`config.mk`:
```
export PLATFORM = sky130hd
export DESIGN_NAME = axis_gvp_stream_decoder_flat
export DESIGN_NICKNAME = d
export VERILOG_FILES = /design/src/rtl/gvp_stream_pkg.sv /design/src/rtl/axis_gvp_stream_decoder_if.sv /design/src/rtl/lsb_onehot_enc.sv /design/src/rtl/axis_gvp_stream_decoder.sv /design/src/flat_wrapper.sv
export SDC_FILE = /design/constraint.sdc
export NUM_CORES = 1
export LEC_CHECK = 0
export CORE_ASPECT_RATIO = 0.9
export CORE_MARGIN = 1
export CORE_UTILIZATION = 40
export CTS_BUF_LIST = sky130_fd_sc_hd__clkbuf_8
export CTS_CLUSTER_DIAMETER = 120
export CTS_CLUSTER_SIZE = 16
export DETAILED_ROUTE_END_ITERATION = 12
export PLACE_DENSITY = 0.66
export SLEW_MARGIN = 40
export SYNTH_ARGS = -nofsm -noshare
export SYNTH_HDL_FRONTEND = slang
export SYNTH_SLANG_ARGS = --single-unit
```
`constraint.sdc`:
```
create_clock -name a_clk -period 7.4 [get_ports a_clk]
set_clock_uncertainty 0.1 [all_clocks]
set_input_delay 1.11 -clock a_clk [delete_from_list [all_inputs] [get_ports a_clk]]
set_output_delay 1.11 -clock a_clk [all_outputs]
set_load 0.02 [all_outputs]
```
`src/rtl/gvp_stream_pkg.sv`:
```
// Shared constants and types for the packed GVP stream (header, 48-bit time, masked channel words).
// The source side (axis_bram_stream_srcs) builds frames from the same definitions.
package gvp_stream_pkg;

  localparam int NCH_DEFAULT = 14;

  localparam logic [1:0] TYPE_FULL = 2'b10;
  localparam logic [1:0] TYPE_DATA = 2'b01;

  // Header word layout: [31:30] type, [29:16] mask (ch0 = bit 16), [15:0] index
  localparam int HDR_TYPE_LSB  = 30;
  localparam int HDR_MASK_LSB  = 16;
  localparam int HDR_INDEX_LSB = 0;
  localparam int HDR_INDEX_W   = 16;

  typedef enum logic [2:0] {
    ST_HDR,
    ST_TLO,
    ST_THI,
    ST_CH,
    ST_DROP
  } state_t;

  function automatic logic type_ok(input logic [1:0] t);
    return (t == TYPE_FULL) || (t == TYPE_DATA);
  endfunction

endpackage

```
`src/rtl/axis_gvp_stream_decoder_if.sv`:
```
// AXI-Stream word channel carrying GVP frames from source to decoder.
interface axis_gvp_stream_decoder_if #(
  parameter int DW = 32
);
  logic [DW-1:0] tdata;
  logic          tvalid;
  logic          tlast;
  logic          tready;

  modport master (output tdata, output tvalid, output tlast, input tready);
  modport slave  (input tdata, input tvalid, input tlast, output tready);
endinterface

```
`src/rtl/lsb_onehot_enc.sv`:
```
// Priority encoder: index of the lowest set bit of vec, plus a found flag.
module lsb_onehot_enc #(
  parameter int N = 14,
  localparam int IW = (N > 1) ? $clog2(N) : 1
) (
  input  logic [N-1:0]  vec,
  output logic [IW-1:0] idx,
  output logic          found
);
  // NOTE: every output gets a default before the loop so no latch is inferred.
  always_comb begin
    idx   = '0;
    found = 1'b0;
    // Scan downward so the lowest set bit is the last one to win.
    for (int k = N - 1; k >= 0; k--) begin
      if (vec[k]) begin
        idx   = IW'(k);
        found = 1'b1;
      end
    end
  end
endmodule

```
`src/rtl/axis_gvp_stream_decoder.sv`:
```
// Unpacks GVP stream frames into a channel register bank with frame metadata;
// malformed frames are counted and the decoder resynchronises on tlast.
module axis_gvp_stream_decoder
  import gvp_stream_pkg::*;
#(
  parameter int NCH  = NCH_DEFAULT,
  parameter int DW   = 32,
  parameter int TW   = 48,
  parameter int ERRW = 16
) (
  input  logic                   a_clk,
  input  logic                   aresetn,
  axis_gvp_stream_decoder_if.slave S_AXIS,
  input  logic                   hold,
  output logic [NCH*DW-1:0]      ch_data,
  output logic [NCH-1:0]         ch_upd,
  output logic [NCH-1:0]         frame_mask,
  output logic [1:0]             frame_type,
  output logic [HDR_INDEX_W-1:0] frame_index,
  output logic [TW-1:0]          frame_time,
  output logic                   frame_valid,
  output logic                   err_pulse,
  output logic [ERRW-1:0]        err_count,
  output logic [31:0]            frame_count
);
  localparam int IW = (NCH > 1) ? $clog2(NCH) : 1;

  state_t                 state, state_n;
  logic                   xfer, tlast;
  logic [1:0]             hdr_type;
  logic [NCH-1:0]         hdr_mask;
  logic [NCH-1:0]         rem_mask, rem_next, sel, sh_mask, sh_upd, upd_next;
  logic [1:0]             sh_type;
  logic [HDR_INDEX_W-1:0] sh_index;
  logic [TW-1:0]          sh_time, time_next;
  logic [IW-1:0]          sel_idx;
  logic                   sel_found;
  logic                   done, err;

  assign S_AXIS.tready = aresetn & ~hold;
  assign xfer          = S_AXIS.tvalid & S_AXIS.tready;
  assign tlast         = S_AXIS.tlast;
  assign hdr_type      = S_AXIS.tdata[HDR_TYPE_LSB +: 2];
  assign hdr_mask      = S_AXIS.tdata[HDR_MASK_LSB +: NCH];

  lsb_onehot_enc #(.N(NCH)) u_enc (
    .vec   (rem_mask),
    .idx   (sel_idx),
    .found (sel_found)
  );

  assign sel      = sel_found ? (NCH'(1) << sel_idx) : '0;
  assign rem_next = rem_mask & ~sel;
  // Final word may land in THI (empty mask) or CH, so commit values include it.
  assign upd_next  = (state == ST_CH) ? (sh_upd | sel) : sh_upd;
  assign time_next = (state == ST_THI) ? {S_AXIS.tdata[TW-DW-1:0], sh_time[DW-1:0]} : sh_time;

  // NOTE: state and datapath registers use non-blocking assignments only.
  always_ff @(posedge a_clk or negedge aresetn) begin
    if (!aresetn) state <= ST_HDR;
    else          state <= state_n;
  end

  always_comb begin
    state_n = state;
    done    = 1'b0;
    err     = 1'b0;
    if (xfer) begin
      unique case (state)
        ST_HDR: begin
          if (!type_ok(hdr_type) || tlast) begin
            err     = 1'b1;
            state_n = tlast ? ST_HDR : ST_DROP;
          end else begin
            state_n = ST_TLO;
          end
        end
        ST_TLO: begin
          err     = tlast;
          state_n = tlast ? ST_HDR : ST_THI;
        end
        ST_THI: begin
          if (sh_mask != '0) begin
            err     = tlast;
            state_n = tlast ? ST_HDR : ST_CH;
          end else begin
            done    = tlast;
            err     = !tlast;
            state_n = tlast ? ST_HDR : ST_DROP;
          end
        end
        ST_CH: begin
          if (rem_next == '0) begin
            done    = tlast;
            err     = !tlast;
            state_n = tlast ? ST_HDR : ST_DROP;
          end else if (tlast) begin
            err     = 1'b1;
            state_n = ST_HDR;
          end
        end
        ST_DROP: if (tlast) state_n = ST_HDR;
        default: state_n = ST_HDR;
      endcase
    end
  end

  // NOTE: the channel bank is plain flops, so it takes the async reset like everything else.
  always_ff @(posedge a_clk or negedge aresetn) begin
    if (!aresetn) begin
      rem_mask    <= '0;
      sh_mask     <= '0;
      sh_upd      <= '0;
      sh_type     <= '0;
      sh_index    <= '0;
      sh_time     <= '0;
      ch_data     <= '0;
      ch_upd      <= '0;
      frame_mask  <= '0;
      frame_type  <= '0;
      frame_index <= '0;
      frame_time  <= '0;
      frame_valid <= 1'b0;
      err_pulse   <= 1'b0;
      err_count   <= '0;
      frame_count <= '0;
    end else begin
      frame_valid <= done;
      err_pulse   <= err;
      if (xfer) begin
        case (state)
          ST_HDR: if (type_ok(hdr_type)) begin
            sh_type  <= hdr_type;
            sh_mask  <= hdr_mask;
            rem_mask <= hdr_mask;
            sh_index <= S_AXIS.tdata[HDR_INDEX_LSB +: HDR_INDEX_W];
            sh_upd   <= '0;
          end
          ST_TLO: sh_time[DW-1:0] <= S_AXIS.tdata;
          ST_THI: sh_time[TW-1:DW] <= S_AXIS.tdata[TW-DW-1:0];
          ST_CH: begin
            for (int k = 0; k < NCH; k++) begin
              if (sel[k]) ch_data[k*DW +: DW] <= S_AXIS.tdata;
            end
            sh_upd   <= upd_next;
            rem_mask <= rem_next;
          end
          default: ;
        endcase
      end
      if (done) begin
        frame_mask  <= sh_mask;
        frame_type  <= sh_type;
        frame_index <= sh_index;
        frame_time  <= time_next;
        ch_upd      <= upd_next;
        frame_count <= frame_count + 32'd1;
      end
      if (err && (err_count != '1)) err_count <= err_count + ERRW'(1);
    end
  end

endmodule

```
`src/flat_wrapper.sv`:
```
// flat-port wrapper written by rule: the top's interface ports become plain ports
module axis_gvp_stream_decoder_flat import gvp_stream_pkg::*;
#(
  parameter int NCH  = NCH_DEFAULT,
  parameter int DW   = 32,
  parameter int TW   = 48,
  parameter int ERRW = 16
)
  (a_clk, aresetn, hold, ch_data, ch_upd, frame_mask, frame_type, frame_index, frame_time, frame_valid, err_pulse, err_count, frame_count, S_AXIS_tdata, S_AXIS_tvalid, S_AXIS_tlast, S_AXIS_tready);
  axis_gvp_stream_decoder_if #(.DW(DW)) S_AXIS_i ();
  input  logic a_clk;
  input  logic aresetn;
  input  logic hold;
  output logic [NCH*DW-1:0] ch_data;
  output logic [NCH-1:0] ch_upd;
  output logic [NCH-1:0] frame_mask;
  output logic [1:0] frame_type;
  output logic [HDR_INDEX_W-1:0] frame_index;
  output logic [TW-1:0] frame_time;
  output logic frame_valid;
  output logic err_pulse;
  output logic [ERRW-1:0] err_count;
  output logic [31:0] frame_count;
  input wire logic [$bits(S_AXIS_i.tdata)-1:0] S_AXIS_tdata;
  input wire logic [$bits(S_AXIS_i.tvalid)-1:0] S_AXIS_tvalid;
  input wire logic [$bits(S_AXIS_i.tlast)-1:0] S_AXIS_tlast;
  output wire logic [$bits(S_AXIS_i.tready)-1:0] S_AXIS_tready;
  assign S_AXIS_i.tdata = S_AXIS_tdata;
  assign S_AXIS_i.tvalid = S_AXIS_tvalid;
  assign S_AXIS_i.tlast = S_AXIS_tlast;
  assign S_AXIS_tready = S_AXIS_i.tready;
  axis_gvp_stream_decoder #(.NCH(NCH), .DW(DW), .TW(TW), .ERRW(ERRW)) u_core (.a_clk(a_clk), .aresetn(aresetn), .S_AXIS(S_AXIS_i), .hold(hold), .ch_data(ch_data), .ch_upd(ch_upd), .frame_mask(frame_mask), .frame_type(frame_type), .frame_index(frame_index), .frame_time(frame_time), .frame_valid(frame_valid), .err_pulse(err_pulse), .err_count(err_count), .frame_count(frame_count));
endmodule
```
==> results.toml <==
[status]
outcome = "finished, final reports clean"

[place]
post_dp_cell_area_um2 = 34630
dp.cells = 3360
pre_cts_slack_ns = 2.700
portBuffers = 629
gp_congestion = 0.9052
place_hpwl_um = 56120

[detailed_routing]
post-route-drc-count = 0
vias = 17830
wire_per_inst_um = 24.39
drt-total-wl_um = 83360
ant_nets = 0
drt_iter0_markers = 1201
avgViaCountPerCell = 5.217
first_pass_iters = 5

[timing]
finalHoldViolCount = 0
setup_tns_ns = 0
setup_violations = 0
fmax_mhz = 218.6
min_period_ns = 4.575
final.setup.worst_slack_ns = 2.825
maxSlewViolCount = 0
hold_ws_ns = 0.2197
fin_crit_sh_pct = 61.82
worstMarginPinSlew_ns = 0.8296
rsz0062_at_grt = "no"
relSlewSlack_pct = 44.52

[grt]
grt_pass1_vias = 18230
grt_pass1_wl_um = 122700
antenna_found_initial = 2
grt_max_degree = 160
grt_usage_pct = 23.45
grt_overflow = 0

[synth]
ys_seq_area_share_pct = 63.56
syn_area_per_cell_um2 = 14.54
yosysWarningCount = 0
syn_area_um2 = 27680
ys_ff_latch = 703
synthesis.nets = 1947
ys_types = 62
synth_edf_count = 0
syn_inst = 1904
synthFlopType = "dfrtp_1"
synth-async-reset-ratio_pct = 100.0

[pwr]
power_mw = 10.77
p_per_area_nw_per_um2 = 304.4
leakage_nw = 16.71
ir_drop_uv = 235.6

[cells_and_area]
finish.instance_area_um2 = 35380
final_cells = 3418
fillers = 5760
nNetsFinal = 2527
post-route-util_pct = 51.71
areaGrowthSynthToFinish_pct = 27.84
drive_gt1_share_pct = 26.11

[critical_path]
end_kind = "flip-flop"
worstPathArrival_ns = 5.04
r2r_setup_slack_ns = 2.83
required_ns = 7.86
start_kind = "flip-flop"
criticalPathCategory = "reg2reg"
cp_max_fo = 101

[die]
die_y_um = 251.6
core_um2 = 68430
die_x_um = 279.3
io_pins = 630
fp-row-count = 91
start_util_pct = 40.45
dieArea_um2 = 70260

[clocking]
cts-root-buf = "clkbuf_8"
ctsLongestPathBuffers = 3
cts_tree = "yes"
hold_buffers = 0
cts_buffers = 49
path_clk_slew_ns = 0.10
cts_resized = 0
clkLatencyLatePin_ns = 0.69
clock-sinks = 703
cts_setup_buffers = 0
htree_num_levels = 2

[flow_run]
max_cap_viol_count = 0

[min_path]
hp-class = "in2async"
[cells in the final DEF (no fill, tap or decap), types with 10 or more instances in the layout]
cell             netlist  final
o21ai_0               25     25
buf_4                  4     17
dfrtp_1              703    703
nand2_1              128    127
nand3_1               23     23
a21oi_1               54     54
clkbuf_8               0     51
clkdlybuf4s50_1        0    606
xnor2_1               40     40
inv_1                 19     20
mux2i_1               19     19
nand4_1               15     15
buf_2                 33     22
nor2_1                52     51
mux2_2               512    512
a31oi_1               10     10
mux2_1                51     51
and3_1                15     14
[path summary, 6_finish.rpt]
| path | depth (start not counted) | endpoint | from |
|---|---|---|---|
| setup / recovery | 13 | u_core.frame_count[19] | u_core.rem_mask[3] |
| hold / removal | 1 | u_core.frame_count[11] | aresetn |
| setup reg to reg | 13 | u_core.frame_count[19] | u_core.rem_mask[3] |
| hold reg to reg | 1 | u_core.frame_count[31] | u_core.frame_count[31] |
| max in group asynchronous | 4 | u_core.ch_data[182] | aresetn |
| min in group a_clk | 1 | u_core.frame_count[31] | u_core.frame_count[31] |
[per-layer routing]
layer  part of all wire [%]  vias up  GRT usage, %
li1                       -     7765             -
met4                    3.1        0         7.410
met5                      0        -             0
met1                     42     9344         30.70
met3                    7.1      133         5.713
met2                     48      588         38.37
[registers in the layout, indices dropped and copies added, names as in the netlist]
signal	count
u_core.frame_index	16
u_core.frame_valid	1
u_core.sh_mask	14
u_core.sh_type	2
u_core.frame_count	32
u_core.frame_mask	14
u_core.frame_time	48
u_core.frame_type	2
u_core.err_pulse	1
u_core.state	3
u_core.ch_data	448
u_core.sh_index	16
u_core.rem_mask	14
u_core.sh_time	48
u_core.ch_upd	14
u_core.err_count	16
u_core.sh_upd	14
[cell families (layout without fill, tap and decap cells)]
group,count (synthesis),after routing,synth area share [%]
xor+xnor,46,46,1.456
simple gates,293,293,5.497
compound gates,126,126,2.794
buf+inv,148,730,2.834
other cells,0,2,0
fa+ha+maj,6,6,0.2712
flops,703,703,63.56
mux,582,582,23.59
[power breakdown]
part,switching (mW),internal (mW)
registers,0.553,4.70
logic,1.94,1.75
clock network,1.21,0.619
total,3.70,7.07
[layout make-up]
class / instances / area, um2 / area share, %
flip-flops and latches: 703 / 17590 / 49.72
multi-input cells: 1053 / 9334 / 26.38
repair buffers: 657 / 6501 / 18.37
well taps: 930 / 1164 / 3.289
clock buffers: 51 / 701.9 / 1.984
inverters: 20 / 75.07 / 0.2122
clock inverters: 2 / 11.26 / 0.03182
diodes: 2 / 5.005 / 0.01414
[synth_stat cells (3+ instances only)]
master    number  area, um2
buf_6         23      259.0
clkbuf_1      61      229.0
nor2_4         4      45.04
buf_4          4      30.03
nand4_1       15      93.84
a21o_1         3      22.52
inv_1         19      71.32
and2_1         4      25.02
xor2_1         6      52.55
nand3_4        5      87.58
dfrtp_1      703      17590
nand2_2        3      18.77
nand3b_1       3      22.52
xnor2_1       40      350.3
nor3_1         7      35.03
a31oi_1       10      62.56
mux2i_1       19      190.2
a211o_1        4      35.03
o21a_1         3      22.52
a21boi_0       3      22.52
nor2b_1        3      18.77
mux2_2       512       5766
o21ai_0       25      125.1
nand2_1      128      480.5
nand3_2        4      40.04
a21oi_1       54      270.3
buf_1          7      26.28
nor4_4         3      63.81
a22o_1         4      35.03
ha_1           6      75.07
mux2_1        51      574.3
nor4_1         6      37.54
nand3_1       23      115.1
buf_2         33      165.2
and3_1        15      93.84
and4_1         5      43.79
nor2_1        52      195.2
[critical path: stages (launching register included)]
cell	delay, ns
dfrtp_1	0.54
nor4_4	0.44
nand2_2	0.18
o41ai_1	0.37
nand4_1	0.16
a311oi_2	0.49
ha_1	0.23
mux2i_1	0.12
nor3_4	0.20
buf_12	0.42
and3_1	0.47
and2_0	0.35
nand4_1	0.15
xnor2_1	0.15
Note: power is estimated with default switching activity, not from simulation.
